`config.mk`:
```
export PLATFORM = sky130hd
export DESIGN_NAME = stream_mux_rr
export DESIGN_NICKNAME = d
export VERILOG_FILES = /design/src/rtl/stream_mux_rr.sv
export SDC_FILE = /design/constraint.sdc
export NUM_CORES = 1
export LEC_CHECK = 0
export ABC_AREA = 1
export ABC_CLOCK_PERIOD_IN_PS = 2250
export CORE_ASPECT_RATIO = 0.6
export CORE_MARGIN = 1.5
export CORE_UTILIZATION = 42
export CTS_CLUSTER_SIZE = 8
export DETAILED_ROUTE_END_ITERATION = 8
export PLACE_DENSITY = 0.79
export SKIP_CTS_REPAIR_TIMING = 1
export SLEW_MARGIN = 40
export SYNTH_ARGS = -nofsm -noshare
export SYNTH_HDL_FRONTEND = slang
export SYNTH_SLANG_ARGS = --single-unit
```
`constraint.sdc`:
```
create_clock -name clk -period 2.25 [get_ports clk]
set_clock_uncertainty 0.05 [all_clocks]
set_input_delay 0.3375 -clock clk [delete_from_list [all_inputs] [get_ports clk]]
set_output_delay 0.3375 -clock clk [all_outputs]
set_load 0.01 [all_outputs]
```
`src/rtl/stream_mux_rr.sv`:
```
// stream_mux_rr: NCH-channel valid/ready packet mux with one output register.
// Arbitration is per packet, round-robin (RR=1) or fixed priority (RR=0).
module stream_mux_rr #(
  parameter int WIDTH = 8,
  parameter int NCH   = 4,
  parameter int RR    = 1
) (
  input  logic                     clk,
  input  logic                     reset,
  input  logic [NCH*WIDTH-1:0]     in_data,
  input  logic [NCH-1:0]           in_valid,
  input  logic [NCH-1:0]           in_last,
  output logic [NCH-1:0]           in_ready,
  output logic [WIDTH-1:0]         out_data,
  output logic                     out_valid,
  output logic                     out_last,
  input  logic                     out_ready,
  output logic [$clog2(NCH)-1:0]   out_sel
);

  localparam int SW = $clog2(NCH);

  typedef enum logic [0:0] {
    S_IDLE = 1'b0,
    S_LOCK = 1'b1
  } state_t;

  state_t r_state;
  state_t w_state_n;

  logic [SW-1:0]    r_gnt;
  logic [SW-1:0]    r_ptr;
  logic [SW-1:0]    w_gnt_n;
  logic [SW-1:0]    w_ptr_n;

  logic [WIDTH-1:0] r_out_data;
  logic             r_out_valid;
  logic             r_out_last;
  logic [SW-1:0]    r_out_sel;

  logic [SW-1:0]    w_cand;
  logic             w_found;
  logic [SW-1:0]    w_sel;
  logic             w_sel_ok;
  logic             w_slot_free;
  logic             w_grant_ok;
  logic             w_xfer;
  logic             w_last;
  logic [WIDTH-1:0] w_data;

  function automatic logic [SW-1:0] f_inc(input logic [SW-1:0] x);
    return (x == SW'(NCH - 1)) ? '0 : x + 1'b1;
  endfunction

  assign w_slot_free = ~r_out_valid | out_ready;

  // Search upward from ptr with wrap; the lowest offset found wins.
  always_comb begin
    w_cand  = '0;
    w_found = 1'b0;
    for (int k = NCH - 1; k >= 0; k--) begin
      int            idx;
      logic [SW-1:0] w_i;
      idx = (RR != 0) ? int'(r_ptr) + k : k;
      if (idx >= NCH) idx = idx - NCH;
      w_i = SW'(idx);
      if (in_valid[w_i]) begin
        w_cand  = w_i;
        w_found = 1'b1;
      end
    end
  end

  assign w_sel      = (r_state == S_IDLE) ? w_cand : r_gnt;
  assign w_sel_ok   = (r_state == S_IDLE) ? w_found : 1'b1;
  assign w_grant_ok = w_sel_ok & w_slot_free & ~reset;
  assign w_xfer     = w_grant_ok & in_valid[w_sel];
  assign w_last     = in_last[w_sel];
  assign w_data     = in_data[w_sel*WIDTH +: WIDTH];

  always_comb begin
    in_ready = '0;
    for (int i = 0; i < NCH; i++) begin
      in_ready[i] = w_grant_ok & (w_sel == SW'(i));
    end
  end

  always_comb begin
    w_state_n = r_state;
    w_gnt_n   = r_gnt;
    w_ptr_n   = r_ptr;
    unique case (r_state)
      S_IDLE: begin
        if (w_xfer && !w_last) begin
          w_state_n = S_LOCK;
          w_gnt_n   = w_cand;
        end else if (w_xfer && w_last && (RR != 0)) begin
          w_ptr_n = f_inc(w_cand);
        end
      end
      S_LOCK: begin
        if (w_xfer && w_last) begin
          w_state_n = S_IDLE;
          if (RR != 0) w_ptr_n = f_inc(r_gnt);
        end
      end
      default: w_state_n = S_IDLE;
    endcase
  end

  always_ff @(posedge clk) begin
    if (reset) begin
      r_state <= S_IDLE;
      r_gnt   <= '0;
      r_ptr   <= '0;
    end else begin
      r_state <= w_state_n;
      r_gnt   <= w_gnt_n;
      r_ptr   <= w_ptr_n;
    end
  end

  // Load wins over drain, so a beat can replace the held one with no bubble.
  always_ff @(posedge clk) begin
    if (reset) begin
      r_out_data  <= '0;
      r_out_valid <= 1'b0;
      r_out_last  <= 1'b0;
      r_out_sel   <= '0;
    end else if (w_xfer) begin
      r_out_data  <= w_data;
      r_out_valid <= 1'b1;
      r_out_last  <= w_last;
      r_out_sel   <= w_sel;
    end else if (out_ready) begin
      r_out_valid <= 1'b0;
    end
  end

  assign out_data  = r_out_data;
  assign out_valid = r_out_valid;
  assign out_last  = r_out_last;
  assign out_sel   = r_out_sel;

endmodule

```
==> run_results.csv, run 1 <==
group,metric,value,unit
timing,maxSlewViolCount,0,
clock_network,clockBufferDepth,2,
clock_network,cts_inserted_buffers,3,
synthesis,yosys_warnings,0,
worst_hold_path,hp-class,"reg -> reg",
power_and_ir_drop,p_int,1.52,mW
floorplan,die_area,3520,µm²
critical_path,r2r_setup_slack,-0.38,ns
routing,dr.pass1.iters,5,
critical_path,end_kind,"flop",
critical_path,cp.required,2.37,ns
critical_path,startpoint_type,"flop",
finish,layout_commonest_cell,"nand2_1",
floorplan,die_w,75.6,µm
clock_network,cts_tree,"done",
global_route,grt_pass1_vias,1438,
clock_network,clock-sinks,17,
floorplan,initial_core_util,45.1,%
global_route,grt_max_degree,15,
finish,fin_util,87.1,%
timing,fmax,380,MHz
finish,syn2layout_area_growth,93.2,%
synthesis,synthesis.nets,268,
outcome,status,"finished with violations",
global_route,antenna_found_initial,0,
synthesis,synth.area.top_cells,"dfxtp_1, nand2_1, nand3_1",
floorplan,num_rows,15,
outcome,violations,"negative setup slack",
finish,nets,362,
routing,wirelength,6.37,mm
global_route,grt_overflow_total,0,
timing,min_period_over_period,117,%
synthesis,synth_top_family_by_area,"simple AND/OR/NAND/NOR gates",
finish,drive_above_1_share,39.6,%
power_and_ir_drop,power_switching,1.54,mW
finish,most-common-layout-cells,"nand2_1, clkdlybuf4s50_1, nand2_2",
floorplan,core_area,2950,µm²
synthesis,ys_ff_latch,17,
clock_network,clk_pin_slew_worst_paths,0.07,ns
synthesis,synthCells,223,
synthesis,synth_xor_area_share,0,%
finish,diodes,0,
synthesis,async_reset_ff_share,0,%
timing,final_hold_viol_count,0,
clock_network,clock_latency,0.26,ns
critical_path,critical_path_class,"reg -> reg",
synthesis,synth_flop_cell,"dfxtp_1",
timing,fin_crit,2.63,ns
timing,worst_slack,-0.380,ns
clock_network,clock-root-buffer,"clkbuf_8",
routing,vias,2053,
power_and_ir_drop,fin_total_pwr,3.06,mW
critical_path,cp.arrival,2.75,ns
power_and_ir_drop,ir_drop,0.000781,V
power_and_ir_drop,switching_share,50.3,%
placement,hpwlAfterDp,3.64,mm
global_route,grt_pass1_wl,6.67,mm
critical_path,critPathMaxFanout,8,
routing,ant_nets,0,
synthesis,synth_enable_flop_cells,0,
synthesis,synth_top_area_cell,"dfxtp_1",
synthesis,synth_cell_types,25,
power_and_ir_drop,p_per_area,1190,nW/µm²
power_and_ir_drop,combPwrFrac,77.6,%
finish,n_fill_cell,147,
synthesis,ys_seq_area_share,25.6,%
global_route,grt.total_usage,26.1,%
power_and_ir_drop,pwr-share-clk,7.7,%
run,maxCapViolCount,0,
synthesis,syn_area,1330,µm²
routing,first_iter_violations,262,
synthesis,avgSynthCellArea,5.96,µm²
synthesis,synth_top_area_share,25.6,%
placement,place_congestion,0.968,
synthesis,synth-simple-area-share,56.3,%
power_and_ir_drop,p_seq_share,14.7,%
placement,port_buffers,58,
clock_network,htreeDepth,1,
floorplan,chipHeight,46.6,µm
timing,grt_setup_unrepaired,"true",
routing,avgRoutedWirePerCell,17.8,µm
timing,setup_viol,21,
power_and_ir_drop,p_leak,1.16,nW
routing,viasPerCell,5.73,
synthesis,synthMuxAreaShare,0,%
synthesis,synthAdderAreaFrac,1.88,%
synthesis,synth_compound_area_share,6.59,%
floorplan,pin_count,59,
routing,drcViolationCount,0,
timing,worst_pin_slew,0.377,ns
timing,slew_headroom,74.8,%
[sequential cells by signal, indices dropped and copies added (netlist names)]
register and count:
r_gnt 2, out_sel 2, out_data 8, out_last 1
r_ptr 2, out_valid 1, r_state 1
[worst max-delay path, cell delays in order, from the launching register on]
cell	delay (ns)
dfxtp_4	0.45
clkinv_8	0.11
nand2_4	0.09
nand2_4	0.06
nand2_1	0.11
nand2_1	0.06
inv_1	0.08
nand2_2	0.07
buf_6	0.12
nand2_2	0.06
nand2_2	0.07
nand2_4	0.10
nand2_4	0.08
nand2_8	0.11
nand2_4	0.06
buf_6	0.12
nor2_4	0.16
inv_2	0.09
nand2_4	0.13
buf_12	0.13
nand2_2	0.05
a21oi_1	0.19
[cell type report]
| class | count | area (µm²) | share of cell area (%) |
|---|---|---|---|
| flip-flops and latches | 17 | 345 | 13.5 |
| multi-input cells | 180 | 1110 | 43.4 |
| inverters | 19 | 83.8 | 3.27 |
| repair buffers | 96 | 927 | 36.1 |
| well taps | 42 | 52.6 | 2.05 |
| clock buffers | 4 | 45.0 | 1.75 |
[path summary, 6_finish.rpt]
| kind | start | end | cells after the start |
|---|---|---|---|
| worst max register to register | r_ptr[0] | out_data[6] | 21 |
| worst min-delay path | out_data[3] | out_data[3] | 2 |
| worst min register to register | out_data[3] | out_data[3] | 2 |
| worst max-delay path | r_ptr[0] | out_data[6] | 21 |
[cells in the mapped netlist (2+ instances only)]
library cell	number
nor2_1	19
nor3_1	4
buf_6	3
nand4_1	10
nand3_1	22
clkbuf_1	2
nand2_2	12
buf_2	2
dfxtp_1	17
inv_1	15
nand2_1	86
inv_2	3
nand2_4	3
ha_1	2
a21oi_1	12
or2_2	2
[layer usage]
metal	vias up	GRT usage, %	part of all wire (%)
met3	44	8.75	12
met4	0	3.21	4.4
li1	905	-	-
met5	-	0	0
met1	913	40.7	41
met2	191	34.4	43
[cells by family after synthesis]
family | after synthesis
simple gates | 162
buf+inv | 26
flops | 17
compound gates | 16
fa+ha+maj | 2
[metrics by stage]
| stage | worst slack [ns] | TNS (ns) | std cells | area, µm² | hold WS (ns) |
|---|---|---|---|---|---|
| after global routing | -0.442 | -7.20 | 358 | 2570 | 0.429 |
| after floorplan | 0.131 | 0 | 223 | 1330 | 0.357 |
| after global placement | -0.647 | -9.93 | 345 | 2150 | 0.399 |
| final | -0.380 | -6.00 | 358 | 2570 | 0.413 |
| after CTS | -0.664 | -6.60 | 349 | 2200 | 0.414 |
| after detailed placement | -0.645 | -10.90 | 345 | 2150 | 0.405 |
[power groups by stage]
stage | logic [mW] | registers (mW) | clock network (mW)
after global placement | 1.67 | 0.425 | 0
after global routing | 2.49 | 0.454 | 0.242
after detailed placement | 1.69 | 0.426 | 0
after floorplan | 0.954 | 0.449 | 0
final | 2.37 | 0.451 | 0.236
after CTS | 1.69 | 0.421 | 0.228
Power figures use the tool's default switching activity.
==> run 2, diff against run 1 <==
- SLEW_MARGIN: 40 -> default
==> results of run 2 <==
The final DEF is identical to that of run 1; final timing and power are the same.
==> run 3, diff against run 2 <==
- CORE_UTILIZATION: 42 -> 25
- PLACE_DENSITY: 0.79 -> 0.52
==> run 3 against run 2 <==
The flow still finishes with violations (negative setup slack); hold slack lost 0.0048 ns; design area down 4.2%; wire length is 27% lower; via count down 17%; global-route usage down 11 points; non-clock buffer count grew 2; largest cell class unchanged; final cell count increased by 7.3%; critical path type is now reg -> out; maximum frequency grew 9.8%.
==> run_results.csv, run 3 (synthesis gave the netlist of run 1 again) <==
group,metric,value,unit
outcome,status,"finished with violations",
outcome,violations,"negative setup slack",
global_route,grt.total_usage,15.5,%
power_and_ir_drop,p_leak,1.14,nW
finish,syn2layout_area_growth,85.1,%
global_route,grt_pass1_wl,7.15,mm
finish,multi_input_area,982,µm²
global_route,grt_overflow_total,0,
finish,largest_reg_flops,8,
global_route,grt_max_degree,14,
critical_path,end_kind,"output pin",
timing,grt_setup_unrepaired,"true",
power_and_ir_drop,ir_drop,0.000438,V
critical_path,critPathMaxFanout,8,
clock_network,htreeDepth,1,
critical_path,cp_top_family,"simple AND/OR/NAND/NOR gates",
routing,dr.pass1.iters,4,
finish,layout_commonest_cell,"nand2_1",
clock_network,cts_tree,"done",
power_and_ir_drop,p_per_area,1100,nW/µm²
finish,nets,364,
finish,seq_area,343,µm²
timing,setup_tns,-1.55,ns
clock_network,clock_latency,0.24,ns
floorplan,die_area,5780,µm²
timing,holdWs,0.408,ns
placement,hpwlAfterDp,3.82,mm
timing,final_hold_viol_count,0,
timing,maxSlewViolCount,0,
critical_path,startpoint_type,"flop",
critical_path,cp.arrival,2.01,ns
critical_path,cpMostUsedCell,"nand2_2",
floorplan,chipHeight,59.5,µm
worst_hold_path,hp-class,"reg -> reg",
clock_network,clock-root-buffer,"clkbuf_8",
floorplan,initial_core_util,26.2,%
finish,diodes,0,
critical_path,cp.buffers_inverters,4,
floorplan,core_area,5080,µm²
clock_network,clock-sinks,17,
routing,vias,1704,
global_route,grt_pass1_vias,1477,
global_route,antenna_found_initial,0,
timing,fin_crit,2.40,ns
routing,avgRoutedWirePerCell,12.1,µm
placement,place_congestion,0.830,
critical_path,r2r_setup_slack,-0.11,ns
critical_path,slowest_delay,0.32,ns
routing,viasPerCell,4.44,
critical_path,cp_slowest_cell,"dfxtp_2",
timing,worst_slack,-0.146,ns
timing,fmax,417,MHz
worst_hold_path,holdCritStartpoint,"out_last",
timing,slew_headroom,79.1,%
clock_network,clk_pin_slew_worst_paths,0.06,ns
critical_path,critPathLaunch,"r_ptr[0]",
timing,min_period_over_period,107,%
routing,ant_nets,0,
critical_path,cp_cell_sequence,"buf_12 -> clkinv_8 -> nand2_1 -> nand2_2 -> nand2_2 -> nand2_2 -> nor2_1 -> nor2_1 -> nand2_1 -> nand2_2 -> nand2_4 -> nand2_4 -> inv_1 -> nor3_1 -> clkbuf_2",
timing,setup_viol,20,
critical_path,cp.required,1.86,ns
critical_path,critical_path_class,"reg -> out",
run,maxCapViolCount,0,
floorplan,pin_count,59,
routing,drcViolationCount,0,
floorplan,num_rows,20,
finish,n_fill_cell,528,
finish,most-common-layout-cells,"nand2_1, clkdlybuf4s50_1, buf_4",
clock_network,cts_inserted_buffers,3,
routing,first_iter_violations,85,
timing,worst_pin_slew,0.311,ns
critical_path,r2r-start,"r_ptr[0]",
placement,port_buffers,58,
routing,wirelength,4.66,mm
finish,drive_above_1_share,31.1,%
finish,fin_util,48.4,%
floorplan,die_w,97.1,µm
clock_network,clockBufferDepth,2,
==> run 3: worst reg2reg max path, stage by stage (launching register included) <==
cell and delay (ns):
dfxtp_2 0.34, buf_12 0.13, clkinv_8 0.09, nand2_1 0.08, nand2_2 0.07, nand2_2 0.06, nand2_2 0.07, nor2_1 0.09
nor2_1 0.06, nand2_1 0.08, nand2_2 0.07, nand2_4 0.08, nand2_4 0.07, buf_8 0.14, nand3_2 0.06, nand2_2 0.06
buf_4 0.14, nor3_4 0.24, buf_6 0.14, nand3_1 0.06, nand2_1 0.06, nor2_1 0.04
==> run 3: layer usage <==
layer	GRT usage [%]	vias up	part of all wire [%]
li1	-	910	-
met1	26.8	736	58
met2	19.5	58	36
met3	1.42	0	6.3
met4	2.69	0	0
met5	0	-	0
==> run 3: final cells by class <==
type / instances / area share, %
multi-input cells: 180 / 39.9
repair buffers: 98 / 37.5
flip-flops and latches: 17 / 13.9
inverters: 19 / 3.41
well taps: 66 / 3.36
clock buffers: 3 / 1.68
clock inverters: 1 / 0.203
==> run 3: final timing paths <==
check / to / depth (start not counted)
worst max-delay path: in_ready[2] / 15
worst min-delay path: out_last / 2
worst max register to register: r_gnt[0] / 21
worst min register to register: out_last / 2
==> run 3: where the power goes <==
group | internal, mW | total, mW | switching [mW]
clock | 0.122 | 0.219 | 0.0962
sequential | 0.377 | 0.427 | 0.0498
combinational | 0.963 | 2.06 | 1.09
total | 1.46 | 2.70 | 1.24
==> run 3: through the flow <==
stage,power (mW),instances,cell area (µm²),worst slack (ns)
after global routing,2.92,384,2460,-0.287
final,2.70,384,2460,-0.146
after CTS,2.41,379,2260,-0.640
after floorplan,1.40,223,1330,0.131
after detailed placement,2.19,375,2220,-0.618
after global placement,2.18,375,2220,-0.566
